**config.mk**
```make
export PLATFORM = sky130hd
export DESIGN_NAME = next_state_address_selector
export DESIGN_NICKNAME = d
export VERILOG_FILES = /design/src/rtl/control_unit_pkg.sv /design/src/rtl/instruction_encoder.sv /design/src/rtl/next_state_address_selector.sv
export SDC_FILE = /design/constraint.sdc
export NUM_CORES = 1
export LEC_CHECK = 0
export ABC_AREA = 1
export CORE_MARGIN = 10
export CORE_UTILIZATION = 39
export CTS_CLUSTER_SIZE = 10
export DETAILED_ROUTE_END_ITERATION = 10
export MAX_ROUTING_LAYER = met4
export PLACE_DENSITY_LB_ADDON = 0.12
export SLEW_MARGIN = 20
export SYNTH_ARGS = -nofsm -noshare
export SYNTH_HDL_FRONTEND = slang
export SYNTH_SLANG_ARGS = --single-unit
```
**constraint.sdc**
```tcl
create_clock -name clk -period 2.13 [get_ports clk]
set_input_delay 0.213 -clock clk [delete_from_list [all_inputs] [get_ports clk]]
set_output_delay 0.213 -clock clk [all_outputs]
set_load 0.01 [all_outputs]
```
**src/rtl/control_unit_pkg.sv**
```systemverilog
// Shared definitions for the microprogrammed control unit: select-field codes
// and the dispatch targets used by the instruction encoder.
package control_unit_pkg;

  localparam int STATE_W = 10;

  typedef enum logic [2:0] {
    NS_ENCODE    = 3'b000,
    NS_FETCH     = 3'b001,
    NS_CR        = 3'b010,
    NS_INC       = 3'b011,
    NS_BR_CR_INC = 3'b100,
    NS_BR_CR_ENC = 3'b101,
    NS_WAIT      = 3'b110,
    NS_RSVD      = 3'b111
  } ns_sel_e;

  typedef enum logic [1:0] {
    CS_MOC  = 2'b00,
    CS_COND = 2'b01,
    CS_ONE  = 2'b10,
    CS_ZERO = 2'b11
  } cs_sel_e;

  localparam int ENC_CLS0     = 10;
  localparam int ENC_CLS1     = 11;
  localparam int ENC_CLS5     = 12;
  localparam int ENC_CLS2_B0  = 20;
  localparam int ENC_CLS2_B1  = 30;
  localparam int ENC_CLS3_B0  = 43;
  localparam int ENC_CLS3_B1  = 53;

endpackage

```
**src/rtl/instruction_encoder.sv**
```systemverilog
// Combinational decode of the instruction class into a microcode entry state.
// Undefined classes map to state 0 and raise the illegal flag.
module instruction_encoder #(
  parameter int STATE_W = 10
) (
  input  logic [31:0]        ir,
  output logic [STATE_W-1:0] target,
  output logic               illegal
);
  import control_unit_pkg::*;

  always_comb begin
    target  = '0;
    illegal = 1'b0;
    case (ir[27:25])
      3'b000:  target = STATE_W'(ENC_CLS0);
      3'b001:  target = STATE_W'(ENC_CLS1);
      3'b101:  target = STATE_W'(ENC_CLS5);
      3'b010:  target = ir[20] ? STATE_W'(ENC_CLS2_B1) : STATE_W'(ENC_CLS2_B0);
      3'b011:  target = ir[20] ? STATE_W'(ENC_CLS3_B1) : STATE_W'(ENC_CLS3_B0);
      default: illegal = 1'b1;
    endcase
  end

endmodule

```
**src/rtl/next_state_address_selector.sv**
```systemverilog
// Sequencer: picks the next microstore address from the control word,
// instruction class and status inputs, and registers it each clock.
module next_state_address_selector #(
  parameter int STATE_W     = 10,
  parameter int FETCH_STATE = 1
) (
  input  logic               clk,
  input  logic               reset,
  input  logic [31:0]        ir,
  input  logic [STATE_W-1:0] current_state,
  input  logic [2:0]         ns_sel,
  input  logic [1:0]         cs_sel,
  input  logic               inv,
  input  logic [STATE_W-1:0] cr_addr,
  input  logic               moc,
  input  logic               cond,
  output logic [STATE_W-1:0] next_state,
  output logic               illegal
);
  import control_unit_pkg::*;

  logic [STATE_W-1:0] enc_target;
  logic               enc_illegal;
  logic [STATE_W-1:0] inc;
  logic               c_raw;
  logic               c;
  logic [STATE_W-1:0] ns_d;
  logic               illegal_d;

  instruction_encoder #(.STATE_W(STATE_W)) u_encoder (
    .ir      (ir),
    .target  (enc_target),
    .illegal (enc_illegal)
  );

  assign inc = current_state + STATE_W'(1);

  always_comb begin
    c_raw = 1'b0;
    case (cs_sel_e'(cs_sel))
      CS_MOC:  c_raw = moc;
      CS_COND: c_raw = cond;
      CS_ONE:  c_raw = 1'b1;
      CS_ZERO: c_raw = 1'b0;
      default: c_raw = 1'b0;
    endcase
  end

  assign c = c_raw ^ inv;

  // The illegal flag only matters when the encoder output is the one taken.
  always_comb begin
    ns_d      = '0;
    illegal_d = 1'b0;
    case (ns_sel_e'(ns_sel))
      NS_ENCODE: begin
        ns_d      = enc_target;
        illegal_d = enc_illegal;
      end
      NS_FETCH:     ns_d = STATE_W'(FETCH_STATE);
      NS_CR:        ns_d = cr_addr;
      NS_INC:       ns_d = inc;
      NS_BR_CR_INC: ns_d = c ? cr_addr : inc;
      NS_BR_CR_ENC: begin
        ns_d      = c ? cr_addr : enc_target;
        illegal_d = ~c & enc_illegal;
      end
      NS_WAIT:      ns_d = c ? inc : current_state;
      default:      ns_d = '0;
    endcase
  end

  always_ff @(posedge clk) begin
    if (reset) begin
      next_state <= '0;
      illegal    <= 1'b0;
    end else begin
      next_state <= ns_d;
      illegal    <= illegal_d;
    end
  end

endmodule

```
==> impl_results.md <==
- Met1 GRT Util: 0.154
- Setup TNS: 0 ns
- Max-cap violations: 0
- Max VDD drop: 0.000448 V
- Hold Path Depth: 5
- Xor/xnor share of the synthesized area: 0.00771
- Synthesized instance count: approximately 220
- Clock power frac: 0.218
- Largest family of logic cells by synthesized area: simple AND/OR/NAND/NOR gates
- Int Power: 418 uW
- CTS resizes: 0
- CTS Root Cell: clkbuf_4
- Syn-to-layout area delta: 44.2%
- Fraction of the yosys area taken by sequential cells: 0.194
- Met2 usage: 0.204
- Final Critical Period: 1.68 ns
- Die Area: ~0.0055 mm^2
- Via/cell ratio: 4.64
- Fillers: 306
- M3 GR Usage: 0.0213
- Synthesized cell area: 0.00114 mm^2
- Pwr dens: 375 mW/mm^2
- Slew Limit Fails: 0
- Outcome: completed
- Core area: 0.00278 mm^2
- Req. time, crit path: 2.27 ns
- Vias in the first global route: 1361
- Multiplexer share of the synthesized area: 0
- Nets: 326
- Top Usage Layer GRT: met2
- Grt total ovfl: 0
- Synth Area in Compound Gates: 0.0694
- Net Sw Frac: 0.320
- Final antenna diode count: 0
- Antenna-violating nets left: 0
- H-tree depth: 1
- Routed wire length: 3250 um
- CTS tree: yes
- Relative slew slack: 0.729
- Antenna violations before repair: 0
- Combined area of the multi-input logic cells: between 700 and 800 um^2
- Tot GR Track Use: 0.124
- Finished Layout Cells: 293
- I/O Buffers: 44
- Die Y: 74.0 um
- Final setup violation count: 0
- Synthesis Warnings: 0
- Critical path fanouts, max: 4
- Via count: roughly 1400
- Largest net degree at the start of global routing: 10
- DR WL/cell: 11.1 um
- Gpl congestion: 0.912
- #FFs+latches synth: 11
- Clock transition at path regs: 0.06 ns
- Hold-fix buffers at CTS: 0
- Simple-Gate Fraction of Synth Area: 0.599
- Final Hold Viols: 0
- # clock sinks: 11
- Syn_area_per_cell: around 5.3 um^2
- Ports: 73
- Kind of critical path: input pin to register
- Layout cell share with drive strength beyond 1: 0.0802
- Pleak: 0.844 nW
- Initial Util: 0.408
- Worst setup margin: 0.449 ns
- DR pass1 iterations: 4
- Global-route wire length before repair: 5580 um
- Adder-Cell Fraction of Synth Area: 0.0110
- Initial DRC Count: between 50 and 60
- Place WS: 0.223 ns
- Max clock buf depth: 2
- Sequential power share: 0.364
- Power share of the combinational group: 0.419
- Post-CTS setup buffers: 0
- Fmax achieved: 595 MHz
- Final period util: 0.789
- RSZ-0062 raised after global routing: false
- Slew @ Worst Pin: 0.403 ns
- Placed cells: just under 300
- Worst setup SP type: input pin
- Die W: 74.0 um
- Storage cell area: 220 um^2
- Switching pwr: slightly below 200 uW
- DRC Markers: 0
- Hold Crit Class: input pin to register
- HPWL after DPL: 2820 um
- CP Capture Type: register
- Num rows: 19
- Synth cell types: 22
- Num CTS Buffers: 3
- Syn Nets: 278
- Arrival time at the worst endpoint: approximately 1.8 ns
critical path, stage by stage:
cell,delay (ns)
clkdlybuf4s50_1,0.55
ha_1,0.19
nand2_1,0.07
inv_1,0.08
nand3_1,0.09
nor2_1,0.14
inv_1,0.08
nor2_1,0.10
nand2_1,0.06
nand2_1,0.05
nor2_1,0.04
nor2_1,0.10
nor2_1,0.04
cell usage after synthesis (all sizes together):
master,count,area [um^2]
nand2,80,323
nor2,39,161
inv,35,131
nand3,24,148
dfxtp,11,220
o21ai,10,50.0
nor3,6,35.0
a21oi,5,28.8
buf,1,3.75
ha,1,12.5
nor3b,1,7.51
or2,1,6.26
xor2,1,8.76
logic make-up (layout without fill, tap and decap cells):
kind of cell	Yosys count	after routing
AOI/OAI and AO/OA	15	15
xor gates and xnor gates	1	1
adders and majority gates	1	1
buffers and inverters	36	83
DFF	11	11
and+or+nand+nor	151	151
worst paths after layout:
kind / start / end / slack (ns)
max: current_state[0] / next_state[8]$_SDFF_PP0_ / 0.45
min: cr_addr[6] / next_state[6]$_SDFF_PP0_ / 0.61
layout make-up:
class	instances	share of cell area
Tap cell	31	0.0237
Timing Repair Buffer	44	0.269
Clock buffer	4	0.0160
Sequential cell	11	0.134
Inverter	35	0.0802
Multi-Input combinational cell	168	0.477
cell usage in the layout (no fill, tap or decap):
cell and count:
nand2_4 1, nor3_1 5, or2_2 1, nor3b_1 1, xor2_1 1, inv_2 2, nand2_2 6, nand3_1 20
dfxtp_1 11, ha_1 1, inv_1 33, nand2_1 73, a21oi_1 4, clkbuf_1 1, nand3_2 3, nor2_4 2
o21ai_1 1, clkdlybuf4s50_1 44, a21oi_2 1, clkbuf_4 3, nor2_1 37, nand3_4 1, o21ai_0 9, nor3_2 1
power groups by stage:
| stage | sequential, mW | combinational (mW) | clock [mW] |
|---|---|---|---|
| after floorplan | 0.237 | 0.121 | 0 |
| after global placement | 0.228 | 0.257 | 0 |
| after detailed placement | 0.228 | 0.258 | 0 |
| after CTS | 0.224 | 0.259 | 0.136 |
| after global routing | 0.225 | 0.288 | 0.151 |
| final | 0.224 | 0.257 | 0.134 |
per-layer routing:
metal / wire, um / vias up
li1: - / 759
met1: 1620 / 565
met2: 1420 / 34
met3: 209 / 2
met4: 9 / 0
met5: 0 / -
sequential cells by signal, indices dropped and copies added (netlist names):
register	count
illegal	1
next_state	10
per-stage QoR:
step / cell area [um^2] / power (mW) / util / hold slack [ns]
finish: 1640 / 0.614 / 0.589 / 0.607
global route: 1640 / 0.664 / 0.589 / 0.618
CTS: 1640 / 0.619 / 0.589 / 0.611
detailed placement: 1610 / 0.486 / 0.579 / 0.882
global placement: 1610 / 0.485 / 0.579 / 0.875
floorplan: 1140 / 0.358 / - / 0.395
Note: power is estimated with default switching activity, not from simulation.
